<file path="src/rtl/cart_pkg.sv">
// cart_pkg: shared constants, FSM encoding and mirror-mask helper for the cartridge controller.
package cart_pkg;
    localparam int CART_ADDR_W = 14;
    localparam int CART_MIN_MASK_W = 10;
    localparam logic [7:0] CART_FILL = 8'hFF;
    typedef enum logic [1:0] {IDLE, CLEAR, LOAD, DONE} cart_state_e;
    // Smallest power-of-two window (>= 1 KB) that holds the image; an empty cart decodes the full window.
    function automatic logic [CART_ADDR_W-1:0] mask_from_size(input logic [CART_ADDR_W:0] size);
        logic [CART_ADDR_W-1:0] m;
        m = '1;
        if (size != '0)
            for (int i = CART_ADDR_W - 1; i >= CART_MIN_MASK_W; i--)
                if (int'(size) <= (1 << i)) m = CART_ADDR_W'((1 << i) - 1);
        return m;
    endfunction
endpackage

</file>
<file path="src/rtl/cartouche_ctrl.sv">
// cartouche_ctrl: streams a host ROM image into cartridge RAM and serves mirrored CPU reads.
// Define CART_CLEAR_EN to pre-fill the whole RAM with CART_FILL before each download.
module cartouche_ctrl
    import cart_pkg::*;
(
    input  logic                   clk,
    input  logic                   reset_n,
    input  logic                   dl_active,
    input  logic                   dl_wr,
    input  logic [24:0]            dl_addr,
    input  logic [7:0]             dl_data,
    output logic                   dl_wait,
    input  logic                   cpu_cs,
    input  logic [CART_ADDR_W-1:0] cpu_addr,
    output logic [7:0]             cpu_data,
    output logic [CART_ADDR_W-1:0] mem_addr_rd,
    input  logic [7:0]             mem_dout,
    output logic [CART_ADDR_W-1:0] mem_addr_wr,
    output logic [7:0]             mem_din,
    output logic                   mem_we,
    output logic                   cart_present,
    output logic [CART_ADDR_W:0]   cart_size,
    output logic                   overflow
);
    cart_state_e state_q, state_d;
    logic act_q, present_q, ovf_q, we_q, sel_q;
    logic [CART_ADDR_W:0] size_q;
    logic [CART_ADDR_W-1:0] wa_q;
    logic [7:0] wd_q;
    logic rise, fall, accept, in_range, restart;
    logic [CART_ADDR_W:0] wr_end;
`ifdef CART_CLEAR_EN
    localparam cart_state_e START = CLEAR;
    logic [CART_ADDR_W-1:0] cnt_q;
`else
    localparam cart_state_e START = LOAD;
`endif

    assign rise = dl_active & ~act_q;
    assign fall = ~dl_active & act_q;
    assign restart = rise && (state_q == IDLE || state_q == DONE);
    assign accept = state_q == LOAD && dl_wr;
    assign in_range = dl_addr[24:CART_ADDR_W] == '0;
    assign wr_end = {1'b0, dl_addr[CART_ADDR_W-1:0]} + 1'b1;

    always_ff @(posedge clk or negedge reset_n)
        if (!reset_n) state_q <= IDLE;
        else state_q <= state_d;

    always_comb begin
        state_d = state_q;
        unique case (state_q)
            IDLE, DONE: state_d = rise ? START : state_q;
`ifdef CART_CLEAR_EN
            CLEAR: state_d = fall ? DONE : (cnt_q == '1 ? LOAD : CLEAR);
`else
            CLEAR: state_d = LOAD;
`endif
            LOAD: state_d = fall ? DONE : LOAD;
        endcase
    end

    always_comb begin
`ifdef CART_CLEAR_EN
        dl_wait = state_q == CLEAR;
`else
        dl_wait = 1'b0;
`endif
    end

    always_ff @(posedge clk or negedge reset_n) begin
        if (!reset_n) begin
            act_q <= 1'b0;
            sel_q <= 1'b0;
            present_q <= 1'b0;
            ovf_q <= 1'b0;
            size_q <= '0;
            we_q <= 1'b0;
            wa_q <= '0;
            wd_q <= '0;
`ifdef CART_CLEAR_EN
            cnt_q <= '0;
`endif
        end else begin
            act_q <= dl_active;
            sel_q <= cpu_cs & present_q;
            we_q <= 1'b0;
            if (state_q == DONE) present_q <= size_q != '0;
            if (restart) begin
                present_q <= 1'b0;
                ovf_q <= 1'b0;
                size_q <= '0;
            end
`ifdef CART_CLEAR_EN
            cnt_q <= state_q == CLEAR ? cnt_q + 1'b1 : '0;
            if (state_q == CLEAR) begin
                we_q <= 1'b1;
                wa_q <= cnt_q;
                wd_q <= CART_FILL;
            end
`endif
            if (accept && in_range) begin
                we_q <= 1'b1;
                wa_q <= dl_addr[CART_ADDR_W-1:0];
                wd_q <= dl_data;
                if (wr_end > size_q) size_q <= wr_end;
            end
            if (accept && !in_range) ovf_q <= 1'b1;
        end
    end

    // RAM read data arrives one cycle after the address, aligned with sel_q.
    assign cpu_data = sel_q ? mem_dout : CART_FILL;
    assign mem_addr_rd = cpu_addr & mask_from_size(size_q);
    assign mem_addr_wr = wa_q;
    assign mem_din = wd_q;
    assign mem_we = we_q;
    assign cart_present = present_q;
    assign cart_size = size_q;
    assign overflow = ovf_q;
endmodule
</file>
<file path="config.mk">
export PLATFORM = sky130hd
export DESIGN_NAME = cartouche_ctrl
export DESIGN_NICKNAME = d
export VERILOG_FILES = /design/src/rtl/cart_pkg.sv /design/src/rtl/cartouche_ctrl.sv
export SDC_FILE = /design/constraint.sdc
export NUM_CORES = 1
export LEC_CHECK = 0
export BUFFER_PORTS_ARGS = -buffer_cell sky130_fd_sc_hd__buf_4
export CORE_MARGIN = 10
export CORE_UTILIZATION = 40
export DETAILED_ROUTE_END_ITERATION = 16
export GPL_TIMING_DRIVEN = 0
export HOLD_SLACK_MARGIN = 0.1
export PLACE_DENSITY = 0.8
export SYNTH_ARGS = -nofsm -noshare
export SYNTH_HDL_FRONTEND = slang
export SYNTH_SLANG_ARGS = --single-unit
</file>
<file path="constraint.sdc">
create_clock -name clk -period 1.9 [get_ports clk]
set_input_delay 0.285 -clock clk [delete_from_list [all_inputs] [get_ports clk]]
set_output_delay 0.285 -clock clk [all_outputs]
set_load 0.03 [all_outputs]
</file>
# Word level (Yosys, flattened, before mapping)
# Cells that the tools add are included.
# word_totals
ff_bits	44
in_bits	60
elab_cells	54
# op_classes
addsub	1
magnitude_cmp	5
eq_ne	4
muxes	17
bitwise	6
reduce_logical	12
# op_table
cell	n
$mux 14	5
$mux 15	3
$add 14x1->15 const B	1
$gt 15x15->1	1
$le 15x11->1 const B	1
$le 15x12->1 const B	1
$le 15x13->1 const B	1
$le 15x14->1 const B	1
$reduce_bool 15->1	1
$and 14x14->14	1
$logic_not 11->1	1
$mux 8	1
$mux 1	6
$pmux 2 s3	1
$eq 2x2->1 const B	2
$logic_and 1x1->1	4
$reduce_bool 2->1	2
$and 1x1->1	3
$eq 2x1->1 const B	1
$logic_not 2->1	1
$mux 2	1
$ne 2x2->1 const B	1
$not 1->1	2
$reduce_or 2->1	1
2 further kinds	2

# Logic depth before layout (Yosys ltp)
# depth
ltp_word	7
ltp_mapped	12
depth_no_buf	11

# Worst setup path after synthesis
# Ideal clock, no wire load.
# synth_timing
kind	input to register
start	in dl_addr[0]
end	reg size_q[10], in the netlist cart_size[10]
setup_ns	0.121
arrival_time_ns	2.377
setup_slack_ns	-0.598
stages	12
path_cell_list	ha_1 -> nand3_1 -> nor2_1 -> nand3_1 -> xnor2_1 -> ha_1 -> nand4_1 -> or3_1 -> nand4_1 -> o22ai_2 -> buf_6 -> a22o_1
# synth_via
elab_chain_len	4
# synth_rtl
item	line	source
from (decl)	cartouche_ctrl.sv:10	input logic [24:0] dl_addr,
$add 14x1->15 *	cartouche_ctrl.sv:44	assign wr_end = {1'b0, dl_addr[CART_ADDR_W-1:0]} + 1'b1;
$gt 15x15->1	cartouche_ctrl.sv:106	if (wr_end > size_q) size_q <= wr_end;
$mux 15 *	cartouche_ctrl.sv:106	
$mux 15 *	cartouche_ctrl.sv:102	if (accept && in_range) begin
to (signal assigned)	cartouche_ctrl.sv:106	
to (decl)	cartouche_ctrl.sv:27	logic [CART_ADDR_W:0] size_q;
# Mark *: on every way between the ends. The rest lies on a longest branch, timed or not.
# A chain may end at the register's enable or synchronous reset.

# Worst setup path after layout
# layout_timing
start	in dl_addr[0]
end	reg size_q[9], in the netlist cart_size[9]
# Same word-level chain as after synthesis.

==> results.txt <==
----------------------------------------------------
[Timing]
  RSZ-0062 raised after global routing ... yes
  Worst slew margin relative to its limit ... 62.76%
  Max Clock Freq ... 403.5 MHz
  Period minus WS final ... 2.478 ns
  Slew at the pin closest to its max-slew limit ... 0.5586 ns
  Hold Violations, Final ... 0
  Final setup viols ... 19
  Share of the clock period used by the worst path after layout ... 130.4%
  Total Negative Setup Slacks ... -9.331 ns
  Maximum clock skew at final layout ... 0.005682 ns
  Final worst-path setup slack ... -0.5783 ns
  Final-report max-slew violation count ... 0

[Routing]
  Final Routed Wirelength ... 7802 um
  Via density per instance ... 5.116
  DRT Pass-1 Iters ... 5
  Count of antenna-violating nets left after detailed routing ... 0
  Starting DRT DRC Count ... 94
  WL/cell ... 16.78 um
  Count of vias placed by the detailed router ... 2,379
  Remaining DRCs ... 0

[Synthesis]
  Post-Syn Nets ... 329
  Post-synthesis cell type with the largest combined area ... dfrtp_1
  Post-synthesis async set-or-reset flop share ... 100.0%
  Number of synthesized flops with an enable pin ... 0
  Synthesized instance count ... 251
  Unique cell type count in the Yosys netlist ... 43
  Flip-flop and latch count after synthesis ... 44
  Area share of the leading cell type in the synthesized netlist ... 43.07%
  Mean cell area of the mapped netlist ... 10.18 um2
  Total of warnings raised by yosys ... 0
  Dominant cells by area after synthesis ... dfrtp_1 43%, ha_1 8.8%, mux2_2 5.7%
  Most frequently used flop master after synthesis ... dfrtp_1
  Netlist area before placement ... 2556 um2
  Sequential fraction of the synthesis area ... 43.07%

[Layout]
  Final-layout fill cell count ... 510
  Synthesis-to-finish area growth ... 53.35%
  Share of cells above drive strength 1 ... 48.97%
  Final #Nets ... 465
  Non-filler instance count after layout ... 465
  Antenna diode instance count ... 0

[Hold path]
  Type of the worst min-delay path ... primary input to flip-flop
  Terminating pin of the worst hold path ... act_q
  Number of cells traversed by the worst hold path ... 1
  Beginning of the worst hold path ... dl_active

[Global route]
  Met1 usage ... 16.67%
  Pin count of the biggest net entering global routing ... 45
  Initial antenna violation count ... 0
  GR peak layer ... met2
  Total track usage ... 14.97%
  Number of global-route vias before repair ... 2,570
  Met3 global-route usage ... 4.739%
  Global route overflow ... 0
  First-pass GRT wire length ... 12,390 um
  GR Layer Usage met2 ... 25.73%

[Setup path]
  Type of element launching the critical path ... primary input
  Worst-path fanout max ... 6
  R2R Path Start ... cart_size[11]
  Category of the worst setup path capture point ... flip-flop
  Worst endpoint required time ... 2.09 ns
  Critical path type ... primary input to flip-flop
  Number of cell instances on the worst register-to-register path ... 8
  CP startpoint ... dl_addr[0]
  Data arrival time at the worst-slack endpoint ... 2.67 ns
  Reg2reg setup slack ... -0.35 ns
  Reg-to-reg endpoint ... cart_size[9]

[Outcome]
  Violations in the final reports ... negative setup slack
  Outcome ... finished with violations

[Pwr]
  Leakage power of the design ... 1.995 nW
  PwrDens ... 522.3 nW/um2
  Worst ir drop on vdd ... 0.0003261 V
  Overall power ... 2.047 mW

[Clock network]
  CTS Root Buffer Type ... clkbuf_8
  Clock tree from TritonCTS ... done
  Inserted Clock Buffers ... 5
  Count of H-tree levels built during CTS ... 2
  Clock latency at the later pin of the worst-skew pair ... 0.29 ns
  Clock sink count ... 44
  Clock-pin slew of the registers on the worst-case setup and hold paths ... 0.08 ns
  Clock buffer depth ... 2

[Placed design]
  Global placement routability congestion ... 0.8583
  Port bufs ... 111
  Placed cell count ... 439
  Pre-CTS setup slack ... -0.9548 ns
  Half-perimeter wire length of the detailed placement result ... 6141 um

[Floorplan]
  Vertical die dimension ... 99.94 um
  Std-Cell Rows ... 29
  Starting density of the core ... 40.72%
  Area of the core ... 6277 um2
  Die W ... 99.94 um
  IO Count ... 123
  Area of the die ... 9988 um2

[Run]
  Maximum Capacitance Violations ... 0

----------------------------------------------------
-- logic make-up after synthesis --
logic type,share of synthesized area [%]
AO/OA/AOI/OAI,11.60
XOR/XNOR,4.797
adder cells (fa/ha/maj),8.811
buffers and inverters,6.901
flip-flops,43.07
multiplexers,5.727
other,0.1467
AND/OR/NAND/NOR,18.94
-- routing by layer --
| metal | vias to the layer above | routed length (um) |
|---|---|---|
| met5 | - | 0 |
| met4 | 0 | 180 |
| met3 | 13 | 665 |
| met2 | 92 | 3946 |
| met1 | 1133 | 3010 |
| li1 | 1141 | - |
-- how the worst max path moves through the flow --
stage	to	slack, ns
floorplan	cart_size[10]	-0.54
global placement	cart_size[13]	-0.89
detailed placement	cart_size[9]	-0.95
CTS	cart_size[9]	-0.50
global route	cart_size[5]	-0.66
finish	cart_size[9]	-0.58
-- what timing repair did --
| action | 4_1_cts | 5_1_grt |
|---|---|---|
| gates cloned | 1 | 0 |
| pin swaps | 13 | 11 |
| setup endpoints to repair | 29 | 20 |
| buffers inserted | 11 | 5 |
| hold buffers | 1 | 0 |
| endpoints found under the hold margin | 44 | 0 |
| gates resized for setup | 24 | 3 |
-- registers in the layout, summed over array words and instances, names as in the netlist --
signal,flops
act_q,1
sel_q,1
cart_size,15
overflow,1
mem_addr_wr,14
cart_present,1
state_q,2
mem_din,8
mem_we,1
-- cells in the final DEF, fill, tap and decap left out, types with 6 or more instances in the layout --
cell / count
a21oi_1: 7
a22o_1: 15
buf_4: 129
buf_6: 10
clkbuf_8: 6
dfrtp_1: 43
ha_1: 16
inv_1: 17
mux2_2: 13
nand2_1: 37
nand2b_1: 9
nand3_1: 7
xnor2_1: 6
-- critical path, cell delays in order --
cell and delay (ns):
buf_8 0.08, and4_1 0.22, nand4_1 0.18, nor2b_1 0.20, xor2_1 0.27, ha_1 0.20
nand4_1 0.17, or3_4 0.42, nand4_1 0.14, o22ai_4 0.12, buf_6 0.16, a22o_1 0.22
-- cells in the mapped netlist (all sizes together), types with 2 or more instances --
cell type and n:
and3 2, a22o 15, xor2 5, nor2 6, nor4 4, nand3b 3
and4 3, inv 17, o21a 2, mux2 13, a21oi 8, nand2b 10
o21ai 4, nand2 37, dfrtp 44, nand4 6, and2 2, a21boi 3
nand3 9, xnor2 9, ha 18, nor3 5, buf 14
-- layout make-up --
type / instances / area, um2 / share of cell area [%]
repair buffers: 129 / 1016 / 25.92
multi-input cells: 174 / 1434 / 36.58
flip-flops and latches: 44 / 1102 / 28.12
clock buffers: 8 / 90.09 / 2.298
plain buffers: 15 / 113.9 / 2.905
well taps: 77 / 96.34 / 2.458
inverters: 18 / 67.56 / 1.724
-- power breakdown --
part	switching [mW]	total [mW]	leakage (nW)	internal (mW)
sequential	0.0172	0.970	0.597	0.953
clock	0.304	0.601	0.0455	0.297
combinational	0.250	0.476	1.35	0.226
total	0.571	2.05	2.00	1.48
-- per-stage QoR --
step           instance area [um2]  hold WS, ns  utilization, %
4_1_cts                       3869       0.1212           61.63
6_report                      3920       0.1334           62.45
3_5_place_dp                  3562       0.3229           56.75
5_1_grt                       3920       0.1237           62.45
2_1_floorplan                 2633     -0.01059               -
3_3_place_gp                  3562       0.3221           56.75
(Power assumes the default switching activity.)
